<file path="config.mk">
export PLATFORM = sky130hd
export DESIGN_NAME = time_of_day_counter_flat
export DESIGN_NICKNAME = d
export VERILOG_FILES = /design/src/rtl/time_of_day_counter_pkg.sv /design/src/rtl/time_of_day_counter_if.sv /design/src/rtl/time_of_day_counter_prescaler.sv /design/src/rtl/time_of_day_counter.sv /design/src/flat_wrapper.sv
export SDC_FILE = /design/constraint.sdc
export NUM_CORES = 1
export LEC_CHECK = 0
export BUFFER_PORTS_ARGS = -buffer_cell sky130_fd_sc_hd__buf_2
export CAP_MARGIN = 15
export CORE_AREA = 2 2 117 62
export CTS_BUF_LIST = sky130_fd_sc_hd__clkbuf_8
export DETAILED_ROUTE_END_ITERATION = 10
export DIE_AREA = 0 0 119 64
export PLACE_DENSITY = 0.74
export SLEW_MARGIN = 40
export SYNTH_ARGS = -nofsm -noshare
export SYNTH_HDL_FRONTEND = slang
export SYNTH_SLANG_ARGS = --single-unit
</file>
<file path="constraint.sdc">
create_clock -name clock -period 1.9 [get_ports clock]
set_input_delay 0.095 -clock clock [delete_from_list [all_inputs] [get_ports clock]]
set_output_delay 0.095 -clock clock [all_outputs]
set_load 0.1 [all_outputs]
</file>
<file path="src/rtl/time_of_day_counter_pkg.sv">
// tod_pkg: time-of-day field limits, widths, packed time type and range check
package tod_pkg;
   localparam int HOURS_MAX = 23;
   localparam int MIN_MAX = 59;
   localparam int SEC_MAX = 59;
   localparam int HOURS_W = 5;
   localparam int MIN_W = 6;
   localparam int SEC_W = 6;
   localparam int TIME_W = 17;
   typedef struct packed {
      logic [HOURS_W-1:0] hours;
      logic [MIN_W-1:0] minutes;
      logic [SEC_W-1:0] seconds;
   } tod_time_t;
   function automatic logic tod_valid(input tod_time_t t);
      return t.hours <= HOURS_W'(HOURS_MAX) && t.minutes <= MIN_W'(MIN_MAX) && t.seconds <= SEC_W'(SEC_MAX);
   endfunction
endpackage

</file>
<file path="src/rtl/time_of_day_counter_if.sv">
// time_of_day_counter_if: control, load and time/pulse bundle; TOD_ALARM_EN adds alarm signals
interface time_of_day_counter_if #(
   parameter int NUM_LOAD = 2
);
   import tod_pkg::*;
   logic run;
   logic [NUM_LOAD-1:0] load;
   logic [NUM_LOAD*TIME_W-1:0] load_time;
   logic [HOURS_W-1:0] hours;
   logic [MIN_W-1:0] minutes;
   logic [SEC_W-1:0] seconds;
   logic sec_pulse, min_pulse, day_wrap, load_ack, load_err;
`ifdef TOD_ALARM_EN
   logic alarm_set;
   logic [TIME_W-1:0] alarm_time;
   logic alarm_ack;
   logic alarm;
`endif
   modport master (
`ifdef TOD_ALARM_EN
      output alarm_set, alarm_time, alarm_ack,
      input alarm,
`endif
      output run, load, load_time,
      input hours, minutes, seconds, sec_pulse, min_pulse, day_wrap, load_ack, load_err
   );
   modport slave (
`ifdef TOD_ALARM_EN
      input alarm_set, alarm_time, alarm_ack,
      output alarm,
`endif
      input run, load, load_time,
      output hours, minutes, seconds, sec_pulse, min_pulse, day_wrap, load_ack, load_err
   );
endinterface

</file>
<file path="src/rtl/time_of_day_counter_prescaler.sv">
// tod_prescaler: divides the system clock down to a one-cycle second tick
module tod_prescaler #(
   parameter int TICKS_PER_SEC = 50000000
) (
   input logic clock,
   input logic reset,
   input logic run,
   input logic clear,
   output logic tick
);
   localparam int W = $clog2(TICKS_PER_SEC);
   localparam logic [W-1:0] TERM = W'(TICKS_PER_SEC - 1);
   logic [W-1:0] pre_q, pre_d;
   assign tick = run && pre_q == TERM;
   // restart on clear or terminal count, otherwise advance only while running
   always_comb pre_d = (clear || tick) ? '0 : run ? pre_q + 1'b1 : pre_q;
   // prescale counter register
   always_ff @(posedge clock or negedge reset)
      if (!reset) pre_q <= '0;
      else pre_q <= pre_d;
endmodule

</file>
<file path="src/rtl/time_of_day_counter.sv">
// time_of_day_counter: hh:mm:ss counter with prescaler and prioritised loads; TOD_ALARM_EN adds an alarm
module time_of_day_counter
   import tod_pkg::*;
#(
   parameter int TICKS_PER_SEC = 50000000,
   parameter int NUM_LOAD = 2
) (
   input logic clock,
   input logic reset,
   time_of_day_counter_if.slave bus
);
   tod_time_t time_q, time_d, sel, inc;
   logic hit, ok, tick, count, sec_end, min_end, hour_end;
   logic sec_pulse_q, min_pulse_q, day_wrap_q, load_ack_q, load_err_q;
   tod_prescaler #(.TICKS_PER_SEC(TICKS_PER_SEC)) u_pre (
      .clock(clock),
      .reset(reset),
      .run(bus.run),
      .clear(ok),
      .tick(tick)
   );
   // pick the lowest-index strobe; scanning high to low lets channel 0 overwrite the rest
   always_comb begin
      hit = 1'b0;
      sel = '0;
      for (int i = NUM_LOAD - 1; i >= 0; i--)
         if (bus.load[i]) begin
            hit = 1'b1;
            sel = bus.load_time[TIME_W*i +: TIME_W];
         end
   end
   assign ok = hit && tod_valid(sel);
   assign count = tick && !ok;
   assign sec_end = time_q.seconds == SEC_W'(SEC_MAX);
   assign min_end = time_q.minutes == MIN_W'(MIN_MAX);
   assign hour_end = time_q.hours == HOURS_W'(HOURS_MAX);
   // one-second increment with cascaded rollover; an accepted load overrides the tick
   always_comb begin
      inc.seconds = sec_end ? '0 : time_q.seconds + 1'b1;
      inc.minutes = !sec_end ? time_q.minutes : min_end ? '0 : time_q.minutes + 1'b1;
      inc.hours = !(sec_end && min_end) ? time_q.hours : hour_end ? '0 : time_q.hours + 1'b1;
      time_d = ok ? sel : count ? inc : time_q;
   end
   // time registers and status pulses, all coincident with the updated fields
   always_ff @(posedge clock or negedge reset)
      if (!reset) begin
         time_q <= '0;
         sec_pulse_q <= 1'b0;
         min_pulse_q <= 1'b0;
         day_wrap_q <= 1'b0;
         load_ack_q <= 1'b0;
         load_err_q <= 1'b0;
      end else begin
         time_q <= time_d;
         sec_pulse_q <= count;
         min_pulse_q <= count && sec_end;
         day_wrap_q <= count && sec_end && min_end && hour_end;
         load_ack_q <= ok;
         load_err_q <= hit && !ok;
      end
   assign bus.hours = time_q.hours;
   assign bus.minutes = time_q.minutes;
   assign bus.seconds = time_q.seconds;
   assign bus.sec_pulse = sec_pulse_q;
   assign bus.min_pulse = min_pulse_q;
   assign bus.day_wrap = day_wrap_q;
   assign bus.load_ack = load_ack_q;
   assign bus.load_err = load_err_q;
`ifdef TOD_ALARM_EN
   tod_time_t alarm_time_q;
   logic armed_q, alarm_q, alarm_d, alarm_ok;
   assign alarm_ok = bus.alarm_set && tod_valid(bus.alarm_time);
   // arming clears the flag; only a counted match sets it, and a match beats a same-cycle ack
   always_comb alarm_d = alarm_ok ? 1'b0 : (count && armed_q && inc == alarm_time_q) ? 1'b1 : bus.alarm_ack ? 1'b0 : alarm_q;
   // alarm compare value, arm state and sticky flag
   always_ff @(posedge clock or negedge reset)
      if (!reset) begin
         alarm_time_q <= '0;
         armed_q <= 1'b0;
         alarm_q <= 1'b0;
      end else begin
         if (alarm_ok) begin
            alarm_time_q <= bus.alarm_time;
            armed_q <= 1'b1;
         end
         alarm_q <= alarm_d;
      end
   assign bus.alarm = alarm_q;
`endif
endmodule

</file>
<file path="src/flat_wrapper.sv">
// flat-port wrapper written by rule: the top's interface ports become plain ports
module time_of_day_counter_flat import tod_pkg::*;
#(
   parameter int TICKS_PER_SEC = 50000000,
   parameter int NUM_LOAD = 2
)
  (clock, reset, bus_run, bus_load, bus_load_time, bus_hours, bus_minutes, bus_seconds, bus_sec_pulse, bus_min_pulse, bus_day_wrap, bus_load_ack, bus_load_err);
  time_of_day_counter_if #(.NUM_LOAD(NUM_LOAD)) bus_i ();
  input logic clock;
  input logic reset;
  input wire logic [$bits(bus_i.run)-1:0] bus_run;
  input wire logic [$bits(bus_i.load)-1:0] bus_load;
  input wire logic [$bits(bus_i.load_time)-1:0] bus_load_time;
  output wire logic [$bits(bus_i.hours)-1:0] bus_hours;
  output wire logic [$bits(bus_i.minutes)-1:0] bus_minutes;
  output wire logic [$bits(bus_i.seconds)-1:0] bus_seconds;
  output wire logic [$bits(bus_i.sec_pulse)-1:0] bus_sec_pulse;
  output wire logic [$bits(bus_i.min_pulse)-1:0] bus_min_pulse;
  output wire logic [$bits(bus_i.day_wrap)-1:0] bus_day_wrap;
  output wire logic [$bits(bus_i.load_ack)-1:0] bus_load_ack;
  output wire logic [$bits(bus_i.load_err)-1:0] bus_load_err;
  assign bus_i.run = bus_run;
  assign bus_i.load = bus_load;
  assign bus_i.load_time = bus_load_time;
  assign bus_hours = bus_i.hours;
  assign bus_minutes = bus_i.minutes;
  assign bus_seconds = bus_i.seconds;
  assign bus_sec_pulse = bus_i.sec_pulse;
  assign bus_min_pulse = bus_i.min_pulse;
  assign bus_day_wrap = bus_i.day_wrap;
  assign bus_load_ack = bus_i.load_ack;
  assign bus_load_err = bus_i.load_err;
  time_of_day_counter #(.TICKS_PER_SEC(TICKS_PER_SEC), .NUM_LOAD(NUM_LOAD)) u_core (.clock(clock), .reset(reset), .bus(bus_i));
endmodule
</file>
==> run_results.csv <==
group,metric,value,unit
floorplanning,start_util,44.0,%
global_routing,antenna_found_initial,0,
yosys,synth_warnings,0,
floorplanning,die_w,119,um
routing,drt_iter0_drc,283,
timing,setup_viol,14,
worst_setup_path,path_cells,"ha_2 > and3_4 > nand4_4 > buf_6 > nor4_4 > a21oi_2 > mux2_2 > a221oi_2",
yosys,syn_avg_cell_area,8.94,um2
global_routing,grt_overflow,0,
yosys,synth_edf_count,0,
floorplanning,core_area,6540,um2
worst_setup_path,cp_slowest_cell,"dfrtp_1",
worst_hold_path,hold_class,"in -> reg",
yosys,synth_top_family_by_area,"simple AND/OR/NAND/NOR gates",
clock_tree,cts_root_buf,"clkbuf_8",
clock_tree,numCtsBuffers,5,
global_routing,track_usage,23.0,%
yosys,syn_inst,322,
timing,period_share,109,%
yosys,synth.area.mux_share,1.87,%
worst_setup_path,worst_path_largest_cell_delay,420,ps
global_routing,grt_start_max_net_pins,25,
timing,tightest_slew,654,ps
worst_setup_path,crit_fanout,5,
layout,fin_cells,526,
worst_setup_path,cp-start-kind,"register",
worst_setup_path,ff2ff_setup_slack,-180,ps
power_and_ir_drop,p_leak,1.77,nW
layout,area_growth,41.9,%
yosys,synth-xor-area-share,7.61,%
outcome,status,"complete, but fails checks",
place,port_buffers,60,
layout,num_antenna_cells,0,
run,cap_violations,0,
timing,fin_crit,2080,ps
timing,setup_ws,-179,ps
place,gp_congestion,0.857,
yosys,ys_seq_elements,48,
worst_setup_path,crit_end,"u_core.bus.seconds[0]",
routing,route.detailed.drc,0,
yosys,ys_top_cells_by_area,"dfrtp_1 42%, nor2_1 6.9%, xor2_1 5.5%",
yosys,synth.net_count,365,
yosys,synth-async-reset-ratio,100,%
timing,fin_tns_setup,-698,ps
power_and_ir_drop,irDropWorstVdd,0.497,mV
outcome,violations,"setup timing",
routing,drt-vias-per-instance,5.83,
routing,routed_wirelength,9070,um
layout,final_common_cell,"buf_2",
clock_tree,clock_latency,320,ps
yosys,synth_cell_types,58,
yosys,synth.yosys.seq_area_share,41.7,%
layout,mostFrequentLayoutCells,"60 x buf_2, 50 x nor2_1, 48 x buf_4, 32 x dfrtp_1, 31 x nand2_1",
floorplanning,rows,21,
place,dp_hpwl,6190,um
layout,nNetsFinal,476,
yosys,synth_area,2880,um2
timing,drv_slew,0,
yosys,yosys_most_used_dff,"dfrtp_1",
routing,num_vias,3068,
yosys,synth_top_cell_area_share,41.7,%
timing,hold_viol_final,0,
routing,drt_pass1_iterations,5,
timing,slew_headroom,56.3,%
worst_setup_path,cp-startpoint,"u_core.u_pre.pre_q[0]",
power_and_ir_drop,powerDensity,746,nW/um2
layout,layout-drive-gt1-share,41.7,%
worst_setup_path,crit_type,"reg -> reg",
clock_tree,clkTransAtPathRegs,90,ps
clock_tree,cts_tree,"yes",
timing,max_freq,481,MHz
worst_setup_path,r2r_end,"u_core.bus.seconds[0]",
yosys,synthSimpleGateAreaFrac,31.8,%
clock_tree,cts_sinks,48,
worst_setup_path,cp.required,2120,ps
worst_setup_path,rr_worst_depth,8,
clock_tree,htreeDepth,2,
worst_setup_path,endpoint_kind,"register",
routing,ant_nets,0,
yosys,synth_compound_area_share,12.5,%
floorplanning,die_area,7620,um2
yosys,yosys.area.top_type,"dfrtp_1",
timing,rsz0062_at_grt,"yes",
place,dp.cells,510,
yosys,synth_fa_ha_area_share,1.74,%
routing,post_drt_wl_per_cell,17.2,um
timing,clock_skew,10.4,ps
floorplanning,ioPinCount,61,
timing,holdWs,21.4,ps
clock_tree,clk_path_buf_depth,2,
worst_setup_path,r2r_start,"u_core.u_pre.pre_q[0]",
global_routing,grt_pass1_wl,14000,um
global_routing,grt_pass1_vias,3066,
worst_setup_path,critPathArrivalTime,2300,ps
floorplanning,die_h,64,um
worst max-delay path: cells and delay by family, from the launching register on:
family                     cells  cell delay [ps]
muxes                          1              280
adders and majority gates      1              200
DFF                            1              420
and+or+nand+nor                3              630
AOI/OAI and AO/OA              2              290
buffers and inverters          1              160
sequential cells by signal (all words and copies together), names as in the netlist:
name / flops
u_core.bus.load_ack: 1
u_core.u_pre.pre_q: 26
u_core.bus.sec_pulse: 1
u_core.bus.min_pulse: 1
u_core.bus.minutes: 6
u_core.bus.seconds: 6
u_core.bus.load_err: 1
u_core.bus.hours: 5
u_core.bus.day_wrap: 1
Yosys cell counts, types with 3 or more instances:
cell / count
nor3b_1: 3
nor2_1: 53
nand4_1: 15
ha_1: 4
and2_1: 4
a32oi_1: 4
nor3_2: 3
a21oi_1: 8
nor4_1: 4
xor2_1: 18
and4_1: 4
a31oi_1: 5
or4_1: 3
nor2b_1: 3
and3_1: 9
buf_2: 4
mux2_2: 3
dfrtp_1: 48
o22ai_1: 5
o21ai_0: 7
a221oi_1: 6
clkbuf_1: 7
xnor2_1: 7
nand2_1: 33
nand3_1: 17
layout make-up:
| class | count | area [um2] |
|---|---|---|
| Tap cell | 92 | 115 |
| Clock inverter | 3 | 46.3 |
| Inverter | 5 | 18.8 |
| Multi-Input combinational cell | 256 | 1800 |
| Timing Repair Buffer | 117 | 797 |
| Fill cell | 513 | 2460 |
| Clock buffer | 5 | 68.8 |
| Sequential cell | 48 | 1240 |
worst min-delay path by stage:
stage	endpoint	cells past startpoint	slack [ps]	from
global route	u_core.bus.hours[3]	3	60	bus_load_time[15]
CTS	u_core.bus.seconds[3]	3	20	bus_load_time[3]
detailed placement	u_core.bus.minutes[0]	1	40	reset
global placement	u_core.bus.minutes[1]	1	40	reset
finish	u_core.bus.seconds[3]	3	20	bus_load_time[3]
floorplan	u_core.bus.day_wrap	0	-200	reset
cell families after synthesis:
logic type	after synthesis
DFF	48
and+or+nand+nor	170
xor gates and xnor gates	25
adders and majority gates	4
muxes	5
AOI/OAI and AO/OA	52
buffers and inverters	18
timing repair:
| item | 4_1_cts | 5_1_grt |
|---|---|---|
| resized for setup | 17 | 25 |
| hold buffers | 1 | 0 |
| setup endpoints to repair | 19 | 42 |
| pin swaps | 12 | 13 |
| setup buffers | 1 | 3 |
| gates cloned | 0 | 3 |
| endpoints found under the hold margin | 15 | 0 |
per-layer routing:
metal  up-vias  GRT usage, %  part of all wire, %
li1       1403             -                    -
met1      1497          28.7                   42
met2       147          41.6                   49
met3        21          3.04                  7.0
met4         0          7.74                  1.9
met5         -             0                    0
where the power goes:
| group | switching [mW] | internal, mW |
|---|---|---|
| combinational | 0.782 | 0.282 |
| clock | 0.394 | 0.397 |
| sequential | 0.0800 | 1.11 |
per-stage QoR:
stage                     utilization [%]  instance area [um2]  total power, mW  worst slack (ps)
after global routing                 62.4                 4080             3.16              -268
after floorplan                         -                 2960             1.92             -95.8
final                                62.4                 4080             3.05              -179
after CTS                            59.4                 3890             2.98              -132
after detailed placement             56.4                 3690             2.20              -140
after global placement               56.4                 3690             2.17             -68.0
(Power assumes the default switching activity.)
